File: src/rtl/ga25_gfx_line_cache.sv
// Direct-mapped read cache for GA25 pixel fetch. Serves 32-bit word reads from 64-bit lines
// and fills misses with one 64-bit request on arbiter port C.
//
// state    | meaning
// ---------+-------------------------------------------------------------
// S_IDLE   | waiting for rd_req; latches the request address
// S_LOOKUP | tag/valid compare on the latched address; hit returns data, miss issues mem_req
// S_FILL   | waiting for mem_rdy; writes the line, returns the selected word
module ga25_gfx_line_cache #(
   parameter int IDX_BITS = 4,
   parameter int ADDR_W   = 22
) (
   input  logic              clk,
   input  logic              reset_n,
   input  logic [ADDR_W-1:0] rd_addr,
   input  logic              rd_req,
   output logic [31:0]       rd_data,
   output logic              rd_rdy,
   input  logic              flush,
   output logic [ADDR_W-1:0] mem_addr,
   output logic              mem_req,
   input  logic [63:0]       mem_data,
   input  logic              mem_rdy
);

   localparam int LINES = 1 << IDX_BITS;
   localparam int TAG_W = ADDR_W - 3 - IDX_BITS;

   localparam logic [1:0] S_IDLE   = 2'd0;
   localparam logic [1:0] S_LOOKUP = 2'd1;
   localparam logic [1:0] S_FILL   = 2'd2;

   logic [1:0]          state;
   logic [ADDR_W-1:2]   req_addr;
   logic [LINES-1:0]    valid;
   logic                flush_seen;
   logic [TAG_W-1:0]    tag_mem  [LINES];
   logic [63:0]         data_mem [LINES];

   logic [IDX_BITS-1:0] req_idx;
   logic [TAG_W-1:0]    req_tag;
   logic                word_sel;
   logic                hit;
   logic [63:0]         hit_line;
   logic [31:0]         hit_word;
   logic [31:0]         fill_word;
   logic                unused_addr_bits;

   assign unused_addr_bits = ^rd_addr[1:0];

   assign req_idx   = req_addr[2+IDX_BITS:3];
   assign req_tag   = req_addr[ADDR_W-1:3+IDX_BITS];
   assign word_sel  = req_addr[2];
   assign hit_line  = data_mem[req_idx];
   assign hit_word  = word_sel ? hit_line[63:32] : hit_line[31:0];
   assign fill_word = word_sel ? mem_data[63:32] : mem_data[31:0];
   // A flush landing on the lookup cycle wins over the stale valid bit.
   assign hit       = valid[req_idx] && (tag_mem[req_idx] == req_tag) && !flush;

   always_ff @(posedge clk or negedge reset_n) begin
      if (!reset_n) begin
         state      <= S_IDLE;
         req_addr   <= '0;
         valid      <= '0;
         flush_seen <= 1'b0;
         rd_rdy     <= 1'b0;
         rd_data    <= '0;
         mem_req    <= 1'b0;
         mem_addr   <= '0;
      end else begin
         rd_rdy  <= 1'b0;
         mem_req <= 1'b0;
         if (flush) valid <= '0;
         case (state)
            S_IDLE: begin
               // The rd_rdy cycle is still part of the previous transaction.
               if (rd_req && !rd_rdy) begin
                  req_addr <= rd_addr[ADDR_W-1:2];
                  state    <= S_LOOKUP;
               end
            end
            S_LOOKUP: begin
               if (hit) begin
                  rd_data <= hit_word;
                  rd_rdy  <= 1'b1;
                  state   <= S_IDLE;
               end else begin
                  mem_addr   <= {req_addr[ADDR_W-1:3], 3'b000};
                  mem_req    <= 1'b1;
                  flush_seen <= 1'b0;
                  state      <= S_FILL;
               end
            end
            S_FILL: begin
               if (flush) flush_seen <= 1'b1;
               if (mem_rdy) begin
                  rd_data <= fill_word;
                  rd_rdy  <= 1'b1;
                  state   <= S_IDLE;
                  if (!(flush || flush_seen)) valid[req_idx] <= 1'b1;
               end
            end
            default: state <= S_IDLE;
         endcase
      end
   end

   always_ff @(posedge clk) begin
      if (state == S_FILL && mem_rdy) begin
         data_mem[req_idx] <= mem_data;
         tag_mem[req_idx]  <= req_tag;
      end
   end

endmodule

File: config.mk
export PLATFORM = sky130hd
export DESIGN_NAME = ga25_gfx_line_cache
export DESIGN_NICKNAME = d
export VERILOG_FILES = /design/src/rtl/ga25_gfx_line_cache.sv
export SDC_FILE = /design/constraint.sdc
export NUM_CORES = 1
export LEC_CHECK = 0
export CAP_MARGIN = 20
export CORE_MARGIN = 1.5
export CORE_UTILIZATION = 65
export DETAILED_ROUTE_END_ITERATION = 7
export PLACE_DENSITY = 0.89
export SLEW_MARGIN = 0
export SYNTH_ARGS = -nofsm -noshare
export SYNTH_HDL_FRONTEND = slang
export SYNTH_SLANG_ARGS = --single-unit
File: constraint.sdc
create_clock -name clk -period 17.66 [get_ports clk]
set_input_delay 2.649 -clock clk [delete_from_list [all_inputs] [get_ports clk]]
set_output_delay 2.649 -clock clk [all_outputs]
set_load 0.01 [all_outputs]
# Word level (Yosys, flattened, before mapping)
# Memories as Yosys holds them, arrays and structs flattened.
# Index checks and enable logic that the tools add are counted.
[totals]
input_bits = 91
elab_cells = 64
mem_bits_rw = 1264
n_memories = 2
romBits = 0
out_inout_bits = 56
latchBits = 0
regBits = 92
[memory_table]
columns = ["memory", "words", "width", "rd", "rd_ports_with_merged_regs", "write_ports", "line_no", "text"]
rows = [
  ["data_mem", 16, 64, 1, 0, 1, "38", "logic [63:0] data_mem [LINES];"],
  ["tag_mem", 16, 15, 1, 0, 1, "37", "logic [TAG_W-1:0] tag_mem [LINES];"],
]
[op_classes]
n_addsub = 0
bitwise = 2
n_div = 0
n_lt_le_gt_ge = 2
reduce_logical = 15
shifts = 0
mul = 0
n_eq_ne = 8
muxes = 27
[op_table]
columns = ["operator", "n"]
rows = [
  ["$mux 32", 4],
  ["$mux 16", 4],
  ["$pmux 32 s2", 1],
  ["$or 16x16->16", 1],
  ["$eq 15x15->1", 1],
  ["$mux 1", 10],
  ["$ne 2x2->1 const B", 5],
  ["$mux 2", 3],
  ["$pmux 2 s3", 1],
  ["$reduce_and 2->1", 3],
  ["$reduce_and 3->1", 2],
  ["$logic_and 1x1->1", 5],
  ["$lt 4x5->1 const B", 1],
  ["$bmux 1 s4", 1],
  ["$demux 1 s4", 1],
  ["$ge 4x1->1 const B", 1],
  ["$pmux 1 s2", 2],
  ["$eq 2x1->1 const B", 1],
  ["$eq 2x2->1 const B", 1],
  ["$logic_not 1->1", 2],
  ["$logic_not 2->1", 1],
  ["$reduce_bool 2->1", 1],
  ["$logic_or 1x1->1", 1],
  ["$not 1->1", 1],
]

# Depth between registers and ports, before layout
# Gate-level depths: netlist (run 1).
[depth]
depth_word = 8
depth_mapped = 13

# Least setup slack after synthesis (run 1)
# OpenSTA, ideal clock, no wires.
[synth_timing]
path_kind = "input to register"
startpoint = "input mem_rdy"
endpoint = "memory data_mem[0][0], enable pin"
path_buffers = 0
stages = 3
setup_slack_ps = 10897
arrival_ps = 6246
path_cell_list = "and2_1 > nand2_1 > nor2_1"
[synth_between]
elab_chain_len = 3
[synth_rtl]
columns = ["element", "line_no", "text"]
rows = [
  ["start, declared", "23", "input logic mem_rdy"],
  ["$logic_and 1x1->1", "109", "if (state == S_FILL && mem_rdy) begin"],
  ["$mux 1", "109", ""],
  ["$mux 1 (not written as such)", "110", "data_mem[req_idx] <= mem_data;"],
  ["end, declared", "38", ""],
]
# No other way between the ends.

# Worst setup path after layout (run 1)
[layout_timing]
startpoint = "register req_addr[3] (netlist bit)"
endpoint = "register rd_data[3]"
[layout_between]
elab_chain_len = 6
elab_cells_between_ends = 12
classes_between = "eq/ne: 2; mux: 5; reduce/logical: 3; memory: 2"
[layout_rtl]
columns = ["element", "line_no", "text"]
rows = [
  ["start, declared", "34", "logic [ADDR_W-1:2] req_addr;"],
  ["start signal, assigned", "78", "req_addr <= rd_addr[ADDR_W-1:2];"],
  ["$mem_v2 16x15 or $bmux 1 s4 (tied branches)", "-", ""],
  ["$eq 15x15->1 or $mux 1 (tied branches)", "58", "assign hit = valid[req_idx] && (tag_mem[req_idx] == req_tag) && !flush;"],
  ["$logic_and 1x1->1 (2 in a row)", "58", ""],
  ["$ne 2x2->1 (no line)", "-", ""],
  ["$reduce_and 3->1 (no line)", "-", ""],
  ["end signal, assigned", "84", "rd_data <= hit_word;"],
  ["end signal, assigned", "97", "rd_data <= fill_word;"],
  ["end, declared", "17", "output logic [31:0] rd_data,"],
]
# Several ways; a longest one is shown, not always the timed one. The select of a mux whose other input is x is not followed.
# A chain may end at the register's enable or synchronous reset.

==> results of run 1 <==
-- where the power goes --
part           switching, mW  leakage [nW]  internal (mW)  total [mW]
logic                   1.43          4.43           1.40        2.83
clock network           1.25          2.09           1.59        2.85
registers              0.307          12.5           3.76        4.07
total                   2.99          19.0           6.76        9.74
-- metal layers --
metal  GRT usage  wire [microns]  up-vias
met5    0.000581             155        -
met4       0.201            9580       24
met3       0.108           20300      710
met2       0.599           74500     2855
met1       0.474           46200    13900
li1            -               -     9884
-- Yosys cell counts (19+ instances only) --
| library cell | count |
|---|---|
| edfxtp_1 | 1264 |
| mux4_2 | 405 |
| dfrtp_1 | 92 |
| mux2_2 | 79 |
| clkbuf_1 | 47 |
| mux2i_1 | 47 |
| buf_2 | 35 |
| inv_1 | 31 |
| o22ai_1 | 27 |
| nor2_1 | 26 |
| buf_1 | 22 |
| nand2_1 | 19 |
-- registers in the layout, indices dropped and copies added (netlist names) --
signal / flops
rd_data: 32
state: 2
mem_req: 1
data_mem: 1024
req_addr: 20
flush_seen: 1
valid: 16
tag_mem: 240
mem_addr: 19
rd_rdy: 1
-- through the flow --
| stage | hold slack, ns | total power [mW] | instances | util | area (sq um) |
|---|---|---|---|---|---|
| CTS | 0.506 | 9.65 | 3584 | 0.741 | 59500 |
| floorplan | 0.501 | 5.88 | 2218 | - | 52600 |
| global route | 0.525 | 9.94 | 3590 | 0.742 | 59600 |
| detailed placement | 0.493 | 6.71 | 3347 | 0.688 | 55300 |
| global placement | 0.487 | 6.53 | 3347 | 0.688 | 55300 |
| finish | 0.506 | 9.74 | 3591 | 0.742 | 59600 |
-- final timing paths --
kind | startpoint | slack (ns) | depth (start not counted) | end
max reg2reg | req_addr[3] | 10.68 | 11 | rd_data[3]
max | req_addr[3] | 10.68 | 11 | rd_data[3]
max in group asynchronous | reset_n | 14.20 | 2 | req_addr[3]
min | mem_addr[16] | 0.51 | 1 | mem_addr[16]
min reg2reg | mem_addr[16] | 0.51 | 1 | mem_addr[16]
min in group asynchronous | reset_n | 1.94 | 1 | mem_addr[19]
-- placed cells by master, fill, tap and decap left out, types with 4 or more instances in the layout --
cell type,instances
xor2_1,5
dfrtp_1,87
clkinv_1,18
clkinv_2,26
clkinv_8,6
clkbuf_16,133
mux2_2,79
clkdlybuf4s50_1,140
bufinv_16,11
nor3_1,5
edfxtp_1,1264
a21oi_1,8
nor2_4,16
clkbuf_8,9
nand2_1,19
diode_2,4
inv_6,4
mux2i_1,47
clkbuf_1,25
nand3_1,8
xnor2_1,11
mux4_2,405
o22ai_1,27
o21ai_0,6
inv_1,31
nand2b_1,5
buf_4,47
nor2_1,10
a22oi_1,4
-- logic make-up after synthesis --
kind of cell / synth area share
DFF: 0.766
muxes: 0.200
buffers and inverters: 0.0135
AOI/OAI and AO/OA: 0.0107
and+or+nand+nor: 0.00683
xor gates and xnor gates: 0.00266
adders and majority gates: 0.000714
other: 0.0000713
-- layout make-up --
cell class	count	area (sq um)
clock inverters	70	712
multi-input cells	709	11700
flip-flops and latches	1356	40300
well taps	1060	1330
inverters	33	126
fillers	3767	20700
repair buffers	192	1880
diodes	4	10.0
clock buffers	167	3550
==> results_dict.tcl, run 1 <==
set metrics [dict create \
    p_per_area_mw_per_mm2 163 \
    end_kind "flip-flop" \
    path_clk_slew_ns 0.06 \
    worstPathRequired_ns 18.26 \
    route.detailed.wl_per_inst_microns 42.0 \
    io_buffers 141 \
    gp_congestion 0.853 \
    setup_viol_count_final 0 \
    synth_area_leader_cell "edfxtp_1" \
    min_period_over_period 0.395 \
    synth_area_leaders "edfxtp_1 (72%), mux4_2 (17%), dfrtp_1 (4.4%)" \
    syn_to_final_growth_pct 13.4 \
    die_w_microns 287 \
    die_h_microns 287 \
    via_per_inst 7.63 \
    routed_wl_microns 151000 \
    hp-class "reg -> reg" \
    p_leak_nw 19.0 \
    antenna_found_initial 21 \
    synth_top_area_share 0.722 \
    status "finished with violations" \
    seq_area_frac_synth 0.766 \
    drc_errors 35 \
    fin_ws_ns 10.68 \
    root_buffer "clkbuf_16" \
    place_ws_ns 10.92 \
    failed_checks "DRC" \
    slowest_stage "a21oi_4" \
    dp_hpwl_microns 69000 \
    grt_pass1_wl_microns 212000 \
    clk_latency_ns 0.75 \
    core-area_sq_mm 0.0803 \
    drtIter0Drc 5255 \
    postSynthCellCount 2216 \
    fin_worst_skew_ns 0.0291 \
    cts_tree "built" \
    period_needed_ns 6.98 \
    cts_buffer_depth 3 \
    worstSetupPathType "reg -> reg" \
    clock.fmax_mhz 143 \
    drv_slew 0 \
    die_area_sq_mm 0.0826 \
    row_count 104 \
    drv_cap 0 \
    cts.sinks 1356 \
    grt_usage 0.376 \
    max_slew_margin 0.215 \
    num_vias 27400 \
    rsz0062_at_grt "false" \
    synth-seq-cells 1356 \
    syn-cell-area_sq_mm 0.0526 \
    vdd_drop_max_mv 0.179 \
    drive_gt1_frac 0.300 \
    ys_warn_count 0 \
    post_cts_buffers 0 \
    initial_utilization 0.655 \
    io_pins 147 \
    finalSetupTns_ns 0 \
    overflow 0 \
    cp_top_family "buffers and inverters" \
    async_flop_share 0.0678 \
    synth_edf_count 1264 \
    cp_cell_sequence "buf_4 -> buf_12 -> mux4_2 -> mux2i_1 -> mux2i_1 -> xnor2_1 -> nand4_1 -> a2111o_1 -> a21oi_4 -> buf_4 -> mux2_2" \
    hold_violations 0 \
    dr.pass1.iters 8 \
    cts_hold_buf 0 \
    cts_buffers 131 \
    critPathMaxFanout 122 \
    final_net_count 2517 \
    grt_pass1_vias 28100 \
    ant_nets 0 \
    path_buf_inv 3 \
    cts_max_level 4 \
    cp.arrival_ns 7.58 \
    synth_cell_type_count 57 \
    cpPeakStageDelay_ns 0.91 \
    cts_resized 0 \
    grt_max_degree 149 \
    synth_top_flop_cell "edfxtp_1" \
    syn_avg_cell_area_sq_um 23.7 \
    worst_pin_slew_ns 1.18 \
    start_kind "flip-flop" \
]
Note: power is estimated with default switching activity, not from simulation.
==> inputs of run 2 (changes only) <==
--- a/config.mk
+++ b/config.mk
@@ -7,9 +7,9 @@
 export LEC_CHECK = 0
 export CAP_MARGIN = 20
 export CORE_MARGIN = 1.5
-export CORE_UTILIZATION = 65
+export CORE_UTILIZATION = 61
 export DETAILED_ROUTE_END_ITERATION = 7
-export PLACE_DENSITY = 0.89
+export PLACE_DENSITY = 0.85
 export SLEW_MARGIN = 0
 export SYNTH_ARGS = -nofsm -noshare
 export SYNTH_HDL_FRONTEND = slang
==> constraint.sdc (replaced) <==
create_clock -name clk -period 6.6 [get_ports clk]
set_input_delay 0.99 -clock clk [delete_from_list [all_inputs] [get_ports clk]]
set_output_delay 0.99 -clock clk [all_outputs]
set_load 0.01 [all_outputs]
==> run 2 against run 1 <==
The flow now finishes without violations. Clock power rose to 2.6 times the previous value. Combinational power grew to 2.5 times the previous value. Cell count grew 2.4%. Register-to-register slack worse by 9.2 ns. Critical path type unchanged. Worst setup slack worse by 9.2 ns. Utilization is 4.1 points lower. Critical endpoint is now rd_data[22]. First-iteration DRC count fell by 22%. Count of clock-buffer cells in the layout rose by 20. Clock skew is 0.0014 ns lower. Sequential power rose to 2.7 times the previous value. Final area increased by 0.35%.
==> results_dict.tcl, run 2 (synthesis gave the netlist of run 1 again) <==
set metrics [dict create \
    route.detailed.wl_per_inst_microns 37.6 \
    cts_buffer_depth 3 \
    drv_cap 0 \
    drtIter0Drc 4080 \
    intPower_mw 18.1 \
    cp_cell_sequence "buf_4 -> buf_4 -> buf_4 -> mux4_2 -> mux4_2 -> mux4_2 -> mux2_2" \
    cts_max_level 4 \
    p_seq_frac 0.426 \
    die_area_sq_mm 0.0880 \
    sw_frac_of_total 0.296 \
    ant_nets 0 \
    finalSetupTns_ns 0 \
    slowest_stage "dfrtp_4" \
    dr.pass1.iters 8 \
    min_period_over_period 0.776 \
    reg2reg_to "rd_data[22]" \
    via_per_inst 7.17 \
    final_cell_area_sq_mm 0.0598 \
    clk_latency_ns 0.73 \
    end_kind "flip-flop" \
    initial_utilization 0.617 \
    power.switching_mw 7.59 \
    final_net_count 2516 \
    p_per_area_mw_per_mm2 429 \
    worstPathRequired_ns 7.21 \
    path_clk_slew_ns 0.06 \
    overflow 0 \
    p_leak_nw 19.0 \
    status "complete, no violations" \
    start_kind "flip-flop" \
    max_slew_margin 0.260 \
    row_count 107 \
    setup_viol_count_final 0 \
    dpl_cell_area_sq_mm 0.0555 \
    worst_pin_slew_ns 1.11 \
    drc_errors 0 \
    cts_tree "built" \
    regToRegStartpoint "req_addr[4]" \
    post_cts_buffers 0 \
    p_total_mw 25.6 \
    grt_pass1_vias 27400 \
    routed_wl_microns 138000 \
    hold_violations 0 \
    cts.sinks 1356 \
    cp.arrival_ns 5.73 \
    num_vias 26400 \
    worstSetupPathType "reg -> reg" \
    p_clk_frac 0.294 \
    core-area_sq_mm 0.0853 \
    critPathMaxFanout 64 \
    grt_max_degree 129 \
    grt_usage 0.324 \
    cts_resized 0 \
    reg2reg_depth 7 \
    io_pins 147 \
    dp_hpwl_microns 63600 \
    largest_reg_flops 1024 \
    worst-r2r-setup-slack_ns 1.48 \
    hp-class "in -> async" \
    die_w_microns 297 \
    rsz0062_at_grt "false" \
    syn_to_final_growth_pct 13.8 \
    pwr-share-comb 0.281 \
    io_buffers 141 \
    antenna_found_initial 6 \
    period_needed_ns 5.12 \
    grt_pass1_wl_microns 197000 \
    root_buffer "clkbuf_16" \
    cts_hold_buf 0 \
    die_h_microns 297 \
    final_common_cell "edfxtp_1" \
    drive_gt1_frac 0.298 \
    drv_slew 0 \
    cts_buffers 132 \
    gp_congestion 0.847 \
    fin_worst_skew_ns 0.0277 \
    top_register "data_mem" \
    clock.fmax_mhz 195 \
    reg.largest.list "data_mem: 1024 flops, tag_mem: 240 flops, rd_data: 32 flops" \
    final_cell_mix "edfxtp_1 (1264), mux4_2 (405), clkdlybuf4s50_1 (140), clkbuf_16 (138), dfrtp_1 (87)" \
    whs_ns 0.413 \
    cpPeakStageDelay_ns 1.10 \
    vdd_drop_max_mv 0.514 \
]
-- run 2: cell types whose count changed in the layout (fill, tap and decap cells not counted), sizes merged --
cell / before / now
bufinv: 11 / 7
buf: 52 / 50
inv: 38 / 41
clkinv: 51 / 34
clkinvlp: 3 / 6
clkbuf: 167 / 187
-- run 2: cell type report --
class                   count  area [sq um]
diodes                      4          10.0
clock buffers             187          3720
clock inverters            55           528
fillers                  4565         25500
inverters                  33           126
multi-input cells         709         11700
flip-flops and latches   1356         40300
well taps                1144          1430
repair buffers            190          1990
-- run 2: power by group through the flow --
stage               combinational [mW]  sequential [mW]  clock [mW]
finish                            7.20             10.9        7.53
CTS                               7.15             10.9        7.57
global route                      7.49             10.9        7.86
floorplan                         5.13             10.6           0
global placement                  6.57             11.0           0
detailed placement                6.84             11.0           0
-- run 2: layer usage --
layer,part of all wire,up-vias,track usage
met5,0.00083,-,0
li1,-,9881,-
met1,0.32,13600,0.412
met2,0.51,2354,0.531
met3,0.12,477,0.0789
met4,0.053,8,0.154
-- run 2: worst max-delay path, delay by kind of cell, from the launching register on --
| kind | cells | cell delay [ns] |
|---|---|---|
| buffers and inverters | 3 | 2.01 |
| multiplexers | 4 | 1.77 |
| flip-flops | 1 | 1.10 |
-- run 2: worst max path at each step --
stage               slack, ns  cells after the start        start              to
finish                   1.48                      7  req_addr[4]     rd_data[22]
detailed placement       1.50                      9  req_addr[4]    mem_addr[16]
global placement         1.65                      8  req_addr[3]    mem_addr[15]
global route             1.19                      9  req_addr[4]    mem_addr[12]
floorplan                0.78                      6  req_addr[6]  data_mem[0][0]
CTS                      1.44                      8  req_addr[3]    mem_addr[17]
-- run 2: metrics by stage --
stage                     instances   util  setup slack, ns
final                          3678  0.701             1.48
after CTS                      3672  0.701             1.44
after floorplan                2218      -            0.782
after global routing           3676  0.701             1.19
after detailed placement       3430  0.651             1.50
after global placement         3428  0.650             1.65
